[src/rtl/rs_decoder_arbiter.sv]
// rtl/rs_decoder_arbiter.sv - two-channel round-robin front end sharing one RS decoder
//
// Purpose: grants whole codewords from ch0/ch1 to a single RS decoder, records the
// owner of every granted codeword in a tag FIFO, and steers the decoder's output
// beats back to the owning sink using the FIFO head.
//
// Optional feature: define RS_ARB_ERR_CNT_EN to enable per-channel errored-codeword
// counters on err_cnt0/err_cnt1 (tied to zero otherwise).
//
// Ports:
//   clk, rst                      clock, asynchronous active-high reset
//   req_valid/start/end [1:0]     per-channel input beat qualifiers
//   req_symbol [2*WL-1:0]         ch0 in low lane, ch1 in high lane
//   req_ready [1:0]               per-channel beat accepted
//   i_valid/start/end/symbol      beat towards the decoder
//   o_in_ready                    decoder input ready
//   o_valid/start/end/error/symbol decoder output beat
//   i_consume                     decoder output beat consumed
//   resp_valid [1:0]              per-sink valid (other fields taken straight from o_*)
//   resp_consume [1:0]            per-sink consume
//   inflight                      tag FIFO occupancy
//   framing_err                   sticky framing error
//   err_cnt0/1                    per-channel errored-codeword counters
module rs_decoder_arbiter #(
  parameter int word_length  = 8,
  parameter int n            = 15,
  parameter int k            = 11,
  parameter int MAX_INFLIGHT = 4
) (
  input  logic                          clk,
  input  logic                          rst,
  input  logic [1:0]                    req_valid,
  input  logic [1:0]                    req_start,
  input  logic [1:0]                    req_end,
  input  logic [2*word_length-1:0]      req_symbol,
  output logic [1:0]                    req_ready,
  output logic                          i_valid,
  output logic                          i_start_codeword,
  output logic                          i_end_codeword,
  output logic [word_length-1:0]        i_symbol,
  input  logic                          o_in_ready,
  input  logic                          o_valid,
  input  logic                          o_start_codeword,
  input  logic                          o_end_codeword,
  input  logic                          o_error,
  input  logic [word_length-1:0]        o_symbol,
  output logic                          i_consume,
  output logic [1:0]                    resp_valid,
  input  logic [1:0]                    resp_consume,
  output logic [$clog2(MAX_INFLIGHT):0] inflight,
  output logic                          framing_err,
  output logic [15:0]                   err_cnt0,
  output logic [15:0]                   err_cnt1
);

  localparam int AW = $clog2(MAX_INFLIGHT);
  localparam int CW = $clog2(n);
  localparam logic [AW:0]   FULL     = (AW+1)'(MAX_INFLIGHT);
  localparam logic [CW-1:0] LAST_BEAT = CW'(n-1);

  typedef enum logic {IDLE, BUSY} state_t;

  state_t                  state_q, state_d;
  logic                    rr_q, rr_d;
  logic                    owner_q, owner_d;
  logic [CW-1:0]           beat_q, beat_d;
  logic                    ferr_q, ferr_d;
  logic [MAX_INFLIGHT-1:0] tag_mem_q;
  logic [AW-1:0]           wr_q, rd_q;
  logic [AW:0]             cnt_q;

  logic       push, pop, empty, tag, accept, len_end;
  logic [1:0] start_req, idle_drop;

  // Decoder start flag and symbol are passed to sinks directly; k is informational.
  logic unused_ok;
  assign unused_ok = ^{o_start_codeword, o_symbol, o_error, k[0]};

  assign empty       = (cnt_q == '0);
  assign tag         = tag_mem_q[rd_q];
  assign start_req   = req_valid & req_start;
  assign idle_drop   = req_valid & ~req_start;
  assign inflight    = cnt_q;
  assign framing_err = ferr_q;

  always_comb begin
    state_d          = state_q;
    rr_d             = rr_q;
    owner_d          = owner_q;
    beat_d           = beat_q;
    ferr_d           = ferr_q;
    req_ready        = '0;
    i_valid          = 1'b0;
    i_start_codeword = 1'b0;
    i_end_codeword   = 1'b0;
    i_symbol         = '0;
    push             = 1'b0;
    accept           = 1'b0;
    len_end          = 1'b0;
    resp_valid       = '0;
    i_consume        = 1'b0;

    case (state_q)
      IDLE: begin
        // Mid-codeword beats with no owner are swallowed and flagged.
        req_ready = idle_drop;
        if (|idle_drop) ferr_d = 1'b1;
        if ((|start_req) && (cnt_q < FULL)) begin
          state_d = BUSY;
          owner_d = (start_req == 2'b11) ? rr_q : start_req[1];
        end
      end
      BUSY: begin
        len_end          = (beat_q == LAST_BEAT);
        i_valid          = req_valid[owner_q];
        i_start_codeword = req_start[owner_q];
        i_end_codeword   = req_end[owner_q] | len_end;
        i_symbol         = owner_q ? req_symbol[2*word_length-1:word_length]
                                   : req_symbol[word_length-1:0];
        req_ready[owner_q] = o_in_ready;
        accept           = i_valid & o_in_ready;
        if (accept) begin
          push   = (beat_q == '0);
          beat_d = beat_q + 1'b1;
          if (len_end && !req_end[owner_q]) ferr_d = 1'b1;
          if (i_end_codeword) begin
            state_d = IDLE;
            rr_d    = ~owner_q;
            beat_d  = '0;
          end
        end
      end
      default: state_d = IDLE;
    endcase

    // Output routing follows the oldest outstanding tag; with nothing
    // outstanding the decoder output is drained and flagged.
    if (!empty) begin
      resp_valid[tag] = o_valid;
      i_consume       = resp_consume[tag];
    end else begin
      i_consume = o_valid;
      if (o_valid) ferr_d = 1'b1;
    end
    pop = o_valid & i_consume & o_end_codeword & ~empty;

    if (rst) begin
      req_ready = '0;
      i_consume = 1'b0;
    end
  end

  always_ff @(posedge clk or posedge rst) begin
    if (rst) begin
      state_q   <= IDLE;
      rr_q      <= 1'b0;
      owner_q   <= 1'b0;
      beat_q    <= '0;
      ferr_q    <= 1'b0;
      tag_mem_q <= '0;
      wr_q      <= '0;
      rd_q      <= '0;
      cnt_q     <= '0;
    end else begin
      state_q <= state_d;
      rr_q    <= rr_d;
      owner_q <= owner_d;
      beat_q  <= beat_d;
      ferr_q  <= ferr_d;
      if (push) begin
        tag_mem_q[wr_q] <= owner_q;
        wr_q            <= wr_q + 1'b1;
      end
      if (pop) rd_q <= rd_q + 1'b1;
      if (push && !pop)      cnt_q <= cnt_q + 1'b1;
      else if (pop && !push) cnt_q <= cnt_q - 1'b1;
    end
  end

`ifdef RS_ARB_ERR_CNT_EN
  logic [1:0]  err_lat_q;
  logic [15:0] err_cnt_q [2];
  logic        consumed;

  assign consumed = o_valid & i_consume & ~empty;

  // The end beat's own error flag counts, so it is folded in at pop time.
  always_ff @(posedge clk or posedge rst) begin
    if (rst) begin
      err_lat_q    <= '0;
      err_cnt_q[0] <= '0;
      err_cnt_q[1] <= '0;
    end else if (consumed) begin
      if (pop) begin
        err_lat_q[tag] <= 1'b0;
        if ((err_lat_q[tag] | o_error) && (err_cnt_q[tag] != 16'hFFFF))
          err_cnt_q[tag] <= err_cnt_q[tag] + 16'd1;
      end else if (o_error) begin
        err_lat_q[tag] <= 1'b1;
      end
    end
  end

  assign err_cnt0 = err_cnt_q[0];
  assign err_cnt1 = err_cnt_q[1];
`else
  assign err_cnt0 = 16'h0;
  assign err_cnt1 = 16'h0;
`endif

endmodule

[config.mk]
export PLATFORM = sky130hd
export DESIGN_NAME = rs_decoder_arbiter
export DESIGN_NICKNAME = d
export VERILOG_FILES = /design/src/rtl/rs_decoder_arbiter.sv
export SDC_FILE = /design/constraint.sdc
export NUM_CORES = 1
export LEC_CHECK = 0
export ABC_AREA = 1
export CAP_MARGIN = 15
export CORE_ASPECT_RATIO = 0.75
export CORE_MARGIN = 4
export CORE_UTILIZATION = 34
export DETAILED_ROUTE_END_ITERATION = 8
export GPL_ROUTABILITY_DRIVEN = 1
export PLACE_DENSITY = 0.84
export SYNTH_ARGS = -nofsm -noshare
export SYNTH_HDL_FRONTEND = slang
export SYNTH_SLANG_ARGS = --single-unit
[constraint.sdc]
create_clock -name clk -period 1.95 [get_ports clk]
set_input_delay 0.4875 -clock clk [delete_from_list [all_inputs] [get_ports clk]]
set_output_delay 0.4875 -clock clk [all_outputs]
set_load 0.1 [all_outputs]
==> results.txt <==
----------------------------------------------------
[GRT]
  Maximum number of pins on one net before global-route repair ... 11
  Initial antenna violation count ... 0
  GRT Total Usage ... 0.232
  Vias in the first global route ... 1966
  GRT Residual Overflow ... 0
  Global-route wire length before repair ... 9.99 mm

[Worst setup path]
  Worst setup endpoint ... i_consume
  Worst reg2reg endpoint ... inflight[1]$_DFFE_PP0P_
  Type of destination of the critical path ... output port
  Crit path largest cell delay ... 430 ps
  Ordered cell list for the critical path ... inv_2 -> nand2_2 -> nand3_2 -> nand3_2 -> buf_6 -> nand2_4 -> nor2_4 -> nor2_4 -> nor2_4 -> buf_12
  Category of the most critical setup path ... flop to output port
  Critical path data arrival time ... 1740 ps
  Worst setup slack for register-to-register paths ... -210 ps
  Reg-to-Reg Start ... rd_q[0]$_DFFE_PP0P_
  Slowest cell on crit path ... dfrtp_1
  Data required time of the worst path ... 1460 ps
  Crit start category ... flop
  Worst setup path startpoint ... rd_q[0]$_DFFE_PP0P_
  Crit-path most repeated cell ... nor2_4
  Cells on worst reg2reg path ... 10
  Maximum fanout encountered on the critical timing path ... 4

[Route]
  Count of antenna-violating nets left after detailed routing ... 0
  WL/cell ... 22.3 um
  First drt pass iteration count ... 4
  Via total after detailed routing ... 1990
  Via count normalized by instance count ... 5.32
  DR DRC count ... 0
  Total length of routed wires ... 8.32 mm
  DRC violation total after the first TritonRoute iteration ... 181

[Yosys]
  Dominant cell type by area after synthesis ... dfrtp_1
  Number of register bits inferred by synthesis ... 19
  Warnings from Yosys ... 0
  Cell area after synthesis ... 1540 um2
  Post-Syn Area per Cell ... 7.85 um2
  Syn Inst Count ... 196
  Cell types with the largest area share after synthesis ... dfrtp_1, buf_4, nand2_1
  Portion of synthesized cell area occupied by the leading cell type ... 0.309
  Cell variety after synth ... 30
  Proportion of synthesized chip area in sequential cells ... 0.309

[Pwr]
  Static Leak ... 1.57 nW
  Power per cell area ... 2060 nW/um2
  Worst IR Drop VDD ... 1.53 mV

[Floorplanning]
  Placement Rows ... 20
  Vertical die dimension ... 66.3 um
  Die area ... 5680 um2
  Die outline width ... 85.7 um
  Starting utilization of the core area ... 0.366
  Core Footprint ... 4200 um2
  Top-level port count ... 91

[Placement]
  Routability Congestion ... 0.781
  Number of buffer cells added on primary ports ... 48
  Placed wire-length estimate after detailed placement ... 3.55 mm
  Post-Place Cells ... 333
  Cell Area, Placed ... 2550 um2
  Pre-CTS setup slack ... -448 ps

[Timing]
  Relative slew slack ... 0.664
  Time the final worst path needs with I/O delays and setup ... 2220 ps
  Share of the clock period used by the worst path after layout ... 1.14
  PnR worst setup slack ... -274 ps
  Setup repair after global routing missed its margin ... yes
  WHS ... 555 ps
  Endpoints failing setup ... 18
  Final number of max-transition violations ... 0
  Top achievable clock speed ... 0.450 GHz
  Least-Margin Pin Slew ... 500 ps
  Final Hold Violating Endpoints ... 0
  Sum of negative setup slack ... -1480 ps
  Layout Skew ... 6.46 ps

[Clock network]
  Clock Latency Late Sink ... 270 ps
  Sinks on Clock Net ... 19
  Htree depth ... 1
  Clock tree from TritonCTS ... built
  Root Driver ... clkbuf_8
  TritonCTS buffer count ... 3
  Clock buffer depth ... 2
  Post-CTS Hold Fix Bufs ... 0
  Clock slew seen by the registers of the worst setup and hold paths ... 80 ps

[Layout]
  Fillcell total ... 197
  Number of antenna cells inserted ... 0
  Post-layout instance area ... 3170 um2
  Layout cell share with drive strength beyond 1 ... 0.539
  Area growth from synthesis to final layout ... 106%
  Net total in the final layout ... 368
  Non-filler instance count after layout ... 374

[Worst hold path]
  Worst hold-check path type ... flop to flop

[Run]
  Maximum Capacitance Violations ... 0

[Status]
  Violations in the final reports ... negative setup slack
  Status ... finished, violations left

----------------------------------------------------
[cell usage in the layout, fill, tap and decap left out, types with 2 or more instances in the layout]
cell and count:
clkbuf_8 3, buf_12 20, conb_1 32, nand2_4 7, o21ai_0 4, nor3_4 3, a21oi_1 2, o21ai_1 5
dfrtp_1 15, nor2_4 6, dlygate4sd2_1 7, buf_8 2, buf_4 65, ha_4 3, ha_1 5, nand2_1 20
inv_2 12, inv_1 15, xnor2_1 2, nand3_2 5, nand2_2 10, a21oi_4 2, clkdlybuf4s50_1 19, o31ai_1 3
a22o_4 9, dfrtp_4 3, nand4_1 2, xor2_1 4, buf_6 7, nand3_1 7
[critical path, delay by kind of cell, from the launching register on]
family / cells / cell delay (ps)
flip-flops: 1 / 430
AND/OR/NAND/NOR: 7 / 660
buffers and inverters: 3 / 370
[power by group]
| part | switching, W | internal, W |
|---|---|---|
| combinational | 0.00329 | 0.00218 |
| sequential | 0.000191 | 0.000580 |
| clock | 0.000147 | 0.000146 |
| total | 0.00362 | 0.00290 |
[per-layer routing]
layer / track usage / vias up / wire length, um
li1: - / 813 / -
met1: 0.245 / 947 / 2890
met2: 0.431 / 179 / 4030
met3: 0.0511 / 51 / 870
met4: 0.125 / 0 / 528
met5: 0 / - / 0
[cell usage after synthesis, drive strengths merged]
| library cell | instances |
|---|---|
| nand3 | 13 |
| o21ai | 11 |
| o22ai | 1 |
| buf | 35 |
| clkinv | 1 |
| nor3 | 3 |
| mux2 | 1 |
| inv | 29 |
| fa | 1 |
| nand2 | 37 |
| conb | 1 |
| o31ai | 3 |
| nand4 | 2 |
| o21a | 1 |
| nor3b | 1 |
| nor4 | 1 |
| xnor2 | 2 |
| nor2 | 8 |
| a22o | 9 |
| ha | 8 |
| xor2 | 4 |
| a21boi | 1 |
| a21oi | 4 |
| dfrtp | 19 |
[worst min-delay path by stage]
stage                     depth (start not counted)                     start                       end
after floorplan                                   1                       rst     beat_q[0]$_DFFE_PP0P_
after global placement                            2  tag_mem_q[3]$_DFFE_PP0P_  tag_mem_q[3]$_DFFE_PP0P_
after detailed placement                          2  tag_mem_q[3]$_DFFE_PP0P_  tag_mem_q[3]$_DFFE_PP0P_
after CTS                                         2  tag_mem_q[3]$_DFFE_PP0P_  tag_mem_q[3]$_DFFE_PP0P_
after global routing                              2          rr_q$_DFFE_PP0P_          rr_q$_DFFE_PP0P_
final                                             2          rr_q$_DFFE_PP0P_          rr_q$_DFFE_PP0P_
[metrics by stage]
step           power (W)   util
5_1_grt          0.00673  0.755
3_3_place_gp     0.00482  0.606
3_5_place_dp     0.00491  0.606
6_report         0.00652  0.755
4_1_cts          0.00569  0.699
2_1_floorplan    0.00345      -
[kinds of logic (layout without fill, tap and decap cells)]
family          Yosys count  count (layout)  share of synthesized area
simple gates             65              65                      0.187
buf+inv                  65             157                      0.246
compound gates           30              30                      0.136
flops                    19              19                      0.309
fa+ha+maj                 9               9                     0.0781
xor+xnor                  6               6                     0.0341
other cells               1              32                    0.00244
mux                       1               1                    0.00732
[flip-flops by register name, indices dropped and copies added, names as in the netlist]
register / count
rd_q: 2
owner_q: 1
inflight: 3
framing_err: 1
wr_q: 2
state_q: 1
tag_mem_q: 4
beat_q: 4
rr_q: 1
[area by class of cell]
type                       count  area, um2  area share
timing repair buffer         123       1290       0.406
multi-input combinational    143       1160       0.365
sequential                    19        488       0.154
inverter                      30        125      0.0394
tap                           55       68.8      0.0217
clock buffer                   4       45.0      0.0142
[timing repair]
| item | 4_1_cts | 5_1_grt |
|---|---|---|
| gates cloned | 0 | 1 |
| pin swaps | 19 | 25 |
| gates resized for setup | 41 | 47 |
| setup buffers | 34 | 8 |
| endpoints found under the setup margin | 11 | 21 |
Note: power is estimated with default switching activity, not from simulation.
